===== config.mk =====
export PLATFORM = sky130hd
export DESIGN_NAME = conv2_ctrl_flat
export DESIGN_NICKNAME = d
export VERILOG_FILES = /design/src/rtl/conv2_ctrl_if.sv /design/src/rtl/conv2_ctrl.sv /design/src/flat_wrapper.sv
export SDC_FILE = /design/constraint.sdc
export NUM_CORES = 1
export LEC_CHECK = 0
export BUFFER_PORTS_ARGS = -buffer_cell sky130_fd_sc_hd__buf_2
export CAP_MARGIN = 5
export CORE_ASPECT_RATIO = 1.4
export CORE_MARGIN = 1
export CORE_UTILIZATION = 51
export DETAILED_ROUTE_END_ITERATION = 7
export PLACE_DENSITY_LB_ADDON = 0.05
export SKIP_LAST_GASP = 1
export SYNTH_ARGS = -nofsm -noshare
export SYNTH_HDL_FRONTEND = slang
export SYNTH_SLANG_ARGS = --single-unit

===== constraint.sdc =====
create_clock -name clk -period 2.5 [get_ports clk]
set_input_delay 0.25 -clock clk [delete_from_list [all_inputs] [get_ports clk]]
set_output_delay 0.25 -clock clk [all_outputs]
set_load 0.005 [all_outputs]

===== src/rtl/conv2_ctrl_if.sv =====
// Handshake bundle between the conv-2 sequencer (master) and its surroundings
// (network controller, feature buffer, weight/bias ROMs, datapath, output buffer).
interface conv2_ctrl_if;
    logic       start;
    logic       busy;
    logic       done;
    logic       err;
    logic [4:0] fb_addr;
    logic [7:0] wt_addr;
    logic [2:0] bias_addr;
    logic       dp_valid_i;
    logic       dp_valid_o;
    logic       ob_we;
    logic [6:0] ob_addr;

    modport master (
        input  start, dp_valid_o,
        output busy, done, err, fb_addr, wt_addr, bias_addr, dp_valid_i, ob_we, ob_addr
    );

    modport slave (
        output start, dp_valid_o,
        input  busy, done, err, fb_addr, wt_addr, bias_addr, dp_valid_i, ob_we, ob_addr
    );
endinterface


===== src/rtl/conv2_ctrl.sv =====
// Layer-2 convolution sequencer: walks output channels (outer) and 4-row windows (inner).
// Optional DRAIN watchdog enabled by defining CONV2_CTRL_TIMEOUT_EN.
module conv2_ctrl #(
    parameter int IN_ROWS   = 20,
    parameter int WIN_ROWS  = 4,
    parameter int OUT_CH    = 8,
    parameter int PASS_CYC  = 18
`ifdef CONV2_CTRL_TIMEOUT_EN
    ,
    parameter int DRAIN_MAX = 15
`endif
) (
    input  logic          clk,
    input  logic          rst,
    conv2_ctrl_if.master  bus
);

    localparam int NWIN = (IN_ROWS - WIN_ROWS) / 2 + 1;
    localparam int WW   = (NWIN > 1) ? $clog2(NWIN) : 1;
    localparam int OW   = (OUT_CH > 1) ? $clog2(OUT_CH) : 1;
    localparam int KW   = (PASS_CYC > 1) ? $clog2(PASS_CYC) : 1;

    typedef enum logic [2:0] {IDLE, LOAD, RUN, DRAIN, NEXT, DONE} state_t;

    state_t        state, state_n;
    logic [WW-1:0] win, win_n;
    logic [OW-1:0] oc, oc_n;
    logic [KW-1:0] k, k_n;

`ifdef CONV2_CTRL_TIMEOUT_EN
    localparam int DW = $clog2(DRAIN_MAX + 1);
    logic [DW-1:0] dcnt;
    logic          timeout;
`endif

    always_comb begin
        state_n = state;
        win_n   = win;
        oc_n    = oc;
        k_n     = k;
`ifdef CONV2_CTRL_TIMEOUT_EN
        timeout = 1'b0;
`endif
        case (state)
            IDLE: begin
                win_n = '0;
                oc_n  = '0;
                k_n   = '0;
                if (bus.start) state_n = LOAD;
            end
            LOAD: begin
                k_n     = '0;
                state_n = RUN;
            end
            RUN: begin
                if (k == KW'(PASS_CYC - 1)) begin
                    k_n     = '0;
                    state_n = DRAIN;
                end else begin
                    k_n = k + 1'b1;
                end
            end
            DRAIN: begin
                // A strobe arriving on the very cycle the limit is hit still wins.
                if (bus.dp_valid_o) begin
                    state_n = NEXT;
                end
`ifdef CONV2_CTRL_TIMEOUT_EN
                else if (dcnt == DW'(DRAIN_MAX)) begin
                    timeout = 1'b1;
                    state_n = DONE;
                end
`endif
            end
            NEXT: begin
                if (oc == OW'(OUT_CH - 1) && win == WW'(NWIN - 1)) begin
                    state_n = DONE;
                end else begin
                    state_n = LOAD;
                    if (win == WW'(NWIN - 1)) begin
                        win_n = '0;
                        oc_n  = oc + 1'b1;
                    end else begin
                        win_n = win + 1'b1;
                    end
                end
            end
            DONE:    state_n = IDLE;
            default: state_n = IDLE;
        endcase
    end

    // Outputs are registered from the next-state view so they line up with the state they describe.
    always_ff @(posedge clk) begin
        if (rst) begin
            state          <= IDLE;
            win            <= '0;
            oc             <= '0;
            k              <= '0;
            bus.busy       <= 1'b0;
            bus.done       <= 1'b0;
            bus.err        <= 1'b0;
            bus.fb_addr    <= '0;
            bus.wt_addr    <= '0;
            bus.bias_addr  <= '0;
            bus.dp_valid_i <= 1'b0;
            bus.ob_we      <= 1'b0;
            bus.ob_addr    <= '0;
        end else begin
            state          <= state_n;
            win            <= win_n;
            oc             <= oc_n;
            k              <= k_n;
            bus.busy       <= (state_n != IDLE);
            bus.done       <= (state_n == DONE);
            bus.dp_valid_i <= (state_n == RUN);
            bus.ob_we      <= (state_n == NEXT);
            if (state_n == LOAD) begin
                bus.fb_addr   <= 5'({win_n, 1'b0});
                bus.bias_addr <= 3'(oc_n);
            end
            if (state_n == RUN) begin
                bus.wt_addr <= 8'(int'(oc_n) * PASS_CYC + int'(k_n));
            end
            if (state_n == NEXT) begin
                bus.ob_addr <= 7'(int'(oc) * NWIN + int'(win));
            end
`ifdef CONV2_CTRL_TIMEOUT_EN
            if (timeout) bus.err <= 1'b1;
`else
            bus.err <= 1'b0;
`endif
        end
    end

`ifdef CONV2_CTRL_TIMEOUT_EN
    always_ff @(posedge clk) begin
        if (rst) begin
            dcnt <= '0;
        end else if (state == DRAIN && state_n == DRAIN) begin
            dcnt <= dcnt + 1'b1;
        end else begin
            dcnt <= '0;
        end
    end
`endif

endmodule


===== src/flat_wrapper.sv =====
// flat-port wrapper written by rule: the top's interface ports become plain ports
module conv2_ctrl_flat 
#(
    parameter int IN_ROWS   = 20,
    parameter int WIN_ROWS  = 4,
    parameter int OUT_CH    = 8,
    parameter int PASS_CYC  = 18

)
  (clk, rst, bus_start, bus_dp_valid_o, bus_busy, bus_done, bus_err, bus_fb_addr, bus_wt_addr, bus_bias_addr, bus_dp_valid_i, bus_ob_we, bus_ob_addr);
  conv2_ctrl_if bus_i ();
  input  logic clk;
  input  logic rst;
  input wire logic [$bits(bus_i.start)-1:0] bus_start;
  input wire logic [$bits(bus_i.dp_valid_o)-1:0] bus_dp_valid_o;
  output wire logic [$bits(bus_i.busy)-1:0] bus_busy;
  output wire logic [$bits(bus_i.done)-1:0] bus_done;
  output wire logic [$bits(bus_i.err)-1:0] bus_err;
  output wire logic [$bits(bus_i.fb_addr)-1:0] bus_fb_addr;
  output wire logic [$bits(bus_i.wt_addr)-1:0] bus_wt_addr;
  output wire logic [$bits(bus_i.bias_addr)-1:0] bus_bias_addr;
  output wire logic [$bits(bus_i.dp_valid_i)-1:0] bus_dp_valid_i;
  output wire logic [$bits(bus_i.ob_we)-1:0] bus_ob_we;
  output wire logic [$bits(bus_i.ob_addr)-1:0] bus_ob_addr;
  assign bus_i.start = bus_start;
  assign bus_i.dp_valid_o = bus_dp_valid_o;
  assign bus_busy = bus_i.busy;
  assign bus_done = bus_i.done;
  assign bus_err = bus_i.err;
  assign bus_fb_addr = bus_i.fb_addr;
  assign bus_wt_addr = bus_i.wt_addr;
  assign bus_bias_addr = bus_i.bias_addr;
  assign bus_dp_valid_i = bus_i.dp_valid_i;
  assign bus_ob_we = bus_i.ob_we;
  assign bus_ob_addr = bus_i.ob_addr;
  conv2_ctrl #(.IN_ROWS(IN_ROWS), .WIN_ROWS(WIN_ROWS), .OUT_CH(OUT_CH), .PASS_CYC(PASS_CYC)) u_core (.clk(clk), .rst(rst), .bus(bus_i));
endmodule

After elaboration in Yosys (flattened, before gate mapping)
Index checks and enable logic that the tools add are counted.
{"block": "word_totals", "reg_bits": 41, "inputBits": 4, "output_inout_bits": 28, "word_cells": 47}
{"block": "classes", "n_addsub": 5, "n_mul": 2, "eq_ne": 11, "muxes": 13, "reduce_logical": 4}
{"op": "3-bit two-way mux", "count": 6}
{"op": "3-bit case mux with 5 select lines", "count": 1}
{"op": "3-bit by 4-bit multiplier with 7-bit output, second input constant", "count": 2}
{"op": "3-bit == test, second input constant", "count": 4}
{"op": "5-bit case mux with 2 select lines", "count": 1}
{"op": "3-bit by 2-bit == test with 1-bit output, second input constant", "count": 3}
{"op": "8-bit by 6-bit adder with 8-bit output", "count": 1}
{"op": "4-bit two-way mux", "count": 2}
{"op": "4-bit case mux with 2 select lines", "count": 1}
{"op": "7-bit by 5-bit adder with 7-bit output", "count": 1}
{"op": "3-bit by 1-bit == test with 1-bit output, second input constant", "count": 2}
{"op": "3-bit case mux with 2 select lines", "count": 1}
{"op": "5-bit by 1-bit adder with 5-bit output, second input constant", "count": 1}
{"op": "5-bit == test, second input constant", "count": 1}
{"op": "5-bit two-way mux", "count": 1}
{"op": "4-bit by 1-bit adder with 4-bit output, second input constant", "count": 1}
{"op": "4-bit == test, second input constant", "count": 1}
{"op": "3-bit by 1-bit adder with 3-bit output, second input constant", "count": 1}
{"op": "3-bit logical NOT", "count": 1}
{"op": "3-bit nonzero test", "count": 1}
{"op": "2-bit OR reduction", "count": 1}
{"op": "1-bit logical AND", "count": 1}

Logic depth before layout (Yosys ltp)
{"block": "depth", "ltp_word": 6, "ltp_mapped": 13, "mapped_depth_nobuf": 13}

Worst setup path after synthesis
No wires, ideal clock.
{"block": "synth_path", "kind": "register to register", "startpoint": "register u_core.oc[0]", "endpoint": "register u_core.bus.wt_addr[6]", "setup_ps": 122, "t_arrival_ps": 2654, "required_ps": 2378, "setup_slack_ps": -276, "stages_incl_launch_ff": 13, "n_path_buf": 0, "period_less_slack_ps": 2776, "path_cell_list": "dfxtp_1 -> ha_1 -> ha_1 -> and4bb_4 -> o21ai_0 -> a32oi_1 -> inv_1 -> ha_1 -> nand2_1 -> o21ai_0 -> o31ai_1 -> and3b_1 -> a311o_1"}
{"block": "synth_between", "elab_chain_len": 6, "elab_cells_between_ends": 11, "classes_between": "add/sub (2); mul (1); eq/ne (2); mux (5); reduce/logical (1)"}
{"item": "start, declared", "line_no": "conv2_ctrl.sv:27", "rtl": "logic [OW-1:0] oc, oc_n;"}
{"item": "start signal, assigned", "line_no": "conv2_ctrl.sv:112", "rtl": "oc <= oc_n;"}
{"item": "3-bit by 1-bit adder with 3-bit output / 3-bit == test (equally long branches)", "line_no": "conv2_ctrl.sv:82, conv2_ctrl.sv:76"}
{"item": "3-bit two-way mux / 1-bit logical AND (equally long branches)", "line_no": "conv2_ctrl.sv:80, conv2_ctrl.sv:76"}
{"item": "3-bit two-way mux (*)", "line_no": "conv2_ctrl.sv:76", "rtl": "if (oc == OW'(OUT_CH - 1) && win == WW'(NWIN - 1)) begin"}
{"item": "3-bit case mux with 2 select lines (*)", "line_no": "conv2_ctrl.sv:44", "rtl": "case (state)"}
{"item": "via u_core.oc_n[2]", "line_no": "conv2_ctrl.sv:27"}
{"item": "3-bit by 4-bit multiplier with 7-bit output (*)", "line_no": "conv2_ctrl.sv:123", "rtl": "bus.wt_addr <= 8'(int'(oc_n) * PASS_CYC + int'(k_n));"}
{"item": "8-bit by 6-bit adder with 8-bit output (*)", "line_no": "conv2_ctrl.sv:123"}
{"item": "end signal, assigned", "line_no": "conv2_ctrl.sv:123"}
{"item": "end, declared", "line_no": "conv2_ctrl_if.sv:18", "rtl": "output busy, done, err, fb_addr, wt_addr, bias_addr, dp_valid_i, ob_we, ob_addr"}
Mark *: on every way through the listed nets, which the timed path passes. The rest lies on a longest branch.
A chain may end at the register's enable or synchronous reset.

Worst setup path after layout
{"block": "layout_path", "startpoint": "register u_core.oc[0]", "endpoint": "register u_core.bus.wt_addr[7]"}
The elaborated chain is that of the path after synthesis.

==> summary.md <==
## GRT
- **global routing usage summed across all routing layers** 0.254
- **total gr overflow** 0
- **first-pass GRT wire length** 8.76 mm
- **largest net degree at the start of global routing** 23
- **number of antenna violations at the first check in global routing** 0
- **vias in the first global route** 1923

## Route
- **starting DRC count in detailed routing** 49
- **post-route antenna net violation count** 0
- **mean routed wirelength per cell** 14.7 um
- **via count of the routed design** 1971
- **number of detailed-route iterations in the first pass** 4
- **routed vias/inst** 5.49
- **sum of routed wire length over all layers** 5.27 mm
- **drt drc** 0

## Die
- **effective utilization at floorplan** 0.539
- **chip height** 78.5 um
- **die outline width** 56.6 um
- **Die Outline Area** 4440 um^2
- **Row Count** 27
- **number of placed I/O pins** 32
- **CORE AREA** 3950 um^2

## CTS
- **post-CTS clock slew at the launch and capture registers of the worst setup and hold paths** 80 ps
- **CTS tree** yes
- **CTS Buffer Depth** 2
- **TritonCTS Sinks** 41
- **clock buffer count from CTS** 5
- **clock tree root driver cell** sky130_fd_sc_hd__clkbuf_8
- **worst-skew pair later-pin latency** 300 ps
- **H-tree Lvls** 2

## Setup path
- **Crit Reg-Reg Startpoint** u_core.oc[0]
- **data required time at the worst endpoint** 2740 ps
- **kind of critical path** flip-flop to flip-flop
- **cells on worst reg2reg path** 12
- **worst reg2reg endpoint** u_core.bus.wt_addr[7]
- **flop-to-flop setup slack** -120 ps
- **Worst Path Max Fanout** 5
- **Worst setup SP type** flip-flop
- **Critical Path End Type** flip-flop
- **data arrival time of the worst path** 2860 ps

## Synth
- **Post-synth top flop** sky130_fd_sc_hd__dfxtp_1
- **ys async rst share** 0
- **mean instance size in the synthesized netlist** 8.69 um^2
- **portion of the post-synthesis area used by sequential elements** 0.385
- **total number of yosys warnings** 0
- **Syn Std Cell Area** 2130 um^2
- **number of synthesized flops with an enable pin** 0
- **Post-Synthesis Cells** 245
- **number of register bits inferred by synthesis** 41
- **number of distinct library cells after synthesis** 49

## STA
- **RSZ-0062 raised after global routing** true
- **final worst slack** -123 ps
- **final clock period utilization by the worst path** 1.05
- **Slew Viols, Final** 0
- **pin slew with the least headroom to its limit** 570 ps
- **achievable frequency** 381 MHz
- **Final Hold Vio Count** 0
- **time the final worst path needs with I/O delays and setup** 2620 ps
- **Slew Limit Headroom** 0.619
- **Setup Skew** 6.34 ps
- **setup violation total in the final timing report** 4

## Cells and area
- **most frequent standard cell in the layout excluding fill and tap cells** sky130_fd_sc_hd__buf_4
- **Sequential Area** 827 um^2
- **commonest non-fill, non-tap cells in the layout** sky130_fd_sc_hd__buf_4 (43), sky130_fd_sc_hd__dfxtp_1 (38), sky130_fd_sc_hd__buf_2 (29)
- **utilization after layout** 0.724
- **diode count** 0
- **count of non-filler cells in the finished layout** 359
- **area used by multi-input combinational logic** 1340 um^2
- **ratio of cells with drive above 1 in the final layout** 0.370
- **Filler Cell Count** 311
- **Final nets** 339
- **area delta synth->final** 34.4%

## Status
- **result of the run** complete, but fails checks
- **violations in the final reports** setup timing

## Placed design
- **dpl cells** 341
- **routability congestion estimate from global placement** 0.811
- **Port Buffers** 29
- **detailed placement HPWL** 3.73 mm

## Hold path
- **end of the worst hold path** u_core.bus.done
- **HP Start** bus_start
- **class of the worst hold path** primary input to flip-flop
- **number of cells traversed by the worst hold path** 3

## Power and ir drop
- **Max IR drop VDD** 0.441 mV
- **leakage power** 1.35 nW
- **PwrDens** 468 nW/um^2

## Flow run
- **count of max-cap constraint violations** 0

[cell usage after synthesis (3+ instances only)]
| master | number | share of area |
|---|---|---|
| sky130_fd_sc_hd__a211oi_1 | 7 | 0.025 |
| sky130_fd_sc_hd__a21o_1 | 4 | 0.014 |
| sky130_fd_sc_hd__a21oi_1 | 29 | 0.068 |
| sky130_fd_sc_hd__and2_1 | 3 | 0.0088 |
| sky130_fd_sc_hd__buf_4 | 3 | 0.011 |
| sky130_fd_sc_hd__clkbuf_1 | 4 | 0.0070 |
| sky130_fd_sc_hd__dfxtp_1 | 41 | 0.39 |
| sky130_fd_sc_hd__ha_1 | 18 | 0.11 |
| sky130_fd_sc_hd__inv_1 | 12 | 0.021 |
| sky130_fd_sc_hd__mux2i_1 | 3 | 0.014 |
| sky130_fd_sc_hd__nand2_1 | 28 | 0.049 |
| sky130_fd_sc_hd__nand3_1 | 5 | 0.012 |
| sky130_fd_sc_hd__nor2_1 | 24 | 0.042 |
| sky130_fd_sc_hd__nor3_1 | 3 | 0.0070 |
| sky130_fd_sc_hd__o21ai_0 | 13 | 0.031 |
| sky130_fd_sc_hd__xnor2_1 | 5 | 0.021 |
[critical path: stages (launching register included)]
cell and delay [ps]:
sky130_fd_sc_hd__dfxtp_4 360, sky130_fd_sc_hd__ha_4 160, sky130_fd_sc_hd__ha_4 150, sky130_fd_sc_hd__and4bb_4 340
sky130_fd_sc_hd__o21ai_1 80, sky130_fd_sc_hd__a32oi_2 240, sky130_fd_sc_hd__inv_2 80, sky130_fd_sc_hd__ha_4 280
sky130_fd_sc_hd__buf_4 130, sky130_fd_sc_hd__a21o_1 140, sky130_fd_sc_hd__a21oi_2 70, sky130_fd_sc_hd__or4_1 410
sky130_fd_sc_hd__a21oi_1 130
[logic make-up (layout without fill, tap and decap cells)]
group,Yosys count,after routing,share of synthesized area
flip-flops,41,41,0.385
adder cells (fa/ha/maj),20,20,0.125
AO/OA/AOI/OAI,63,63,0.174
XOR/XNOR,6,6,0.0247
other,1,2,0.00176
buffers and inverters,24,94,0.0558
AND/OR/NAND/NOR,87,87,0.220
multiplexers,3,3,0.0141
[power by group]
| part | switching, W | internal (W) |
|---|---|---|
| Combinational | 0.0000767 | 0.0000569 |
| Clock | 0.000228 | 0.000296 |
| Sequential | 0.0000119 | 0.000670 |
| Total | 0.000316 | 0.00102 |
[sequential cells by signal (all words and copies together) (netlist names)]
name,count
u_core.bus.wt_addr,8
u_core.bus.ob_addr,7
u_core.k,5
u_core.bus.fb_addr,4
u_core.win,4
u_core.bus.bias_addr,3
u_core.oc,3
u_core.state,3
u_core.bus.busy,1
u_core.bus.done,1
u_core.bus.dp_valid_i,1
u_core.bus.ob_we,1
[worst max path at each step]
stage	startpoint	end	slack, ps	cells after the start
after floorplan	u_core.oc[0]	u_core.bus.wt_addr[5]	-70	12
after global placement	u_core.oc[0]	u_core.bus.wt_addr[5]	-80	12
after detailed placement	u_core.oc[0]	u_core.bus.wt_addr[5]	-140	12
after CTS	u_core.oc[0]	u_core.bus.bias_addr[0]	-140	16
after global routing	u_core.oc[0]	u_core.bus.wt_addr[7]	-220	12
final	u_core.oc[0]	u_core.bus.wt_addr[7]	-120	12
[layout make-up]
type / instances / area share
multi-input cells: 181 / 0.468
clock inverters: 2 / 0.0122
inverters: 12 / 0.0157
clock buffers: 6 / 0.0253
flip-flops and latches: 41 / 0.289
well taps: 43 / 0.0188
repair buffers: 74 / 0.171
[routing by layer]
layer	GRT usage	vias to the layer above	part of all wire
li1	-	990	-
met1	0.272	908	0.38
met2	0.472	54	0.54
met3	0.0362	19	0.039
met4	0.132	0	0.043
met5	0	-	0
[metrics by stage]
stage | total power, W | worst slack, ps | hold WS [ps] | setup TNS [ps] | instance area [um^2]
after detailed placement | 0.000827 | -139 | 441 | -405 | 2580
after floorplan | 0.000777 | -69.8 | 439 | -178 | 2190
final | 0.00134 | -123 | 277 | -346 | 2860
after CTS | 0.00134 | -145 | 272 | -535 | 2840
after global placement | 0.000826 | -81.7 | 435 | -196 | 2580
after global routing | 0.00139 | -223 | 303 | -850 | 2860
[repair_timing]
action,CTS,global route
gates resized for setup,10,13
pin swaps,12,9
setup buffers,12,2
hold buffers,0,0
endpoints found under the setup margin,4,8
Note: power is estimated with default switching activity, not from simulation.
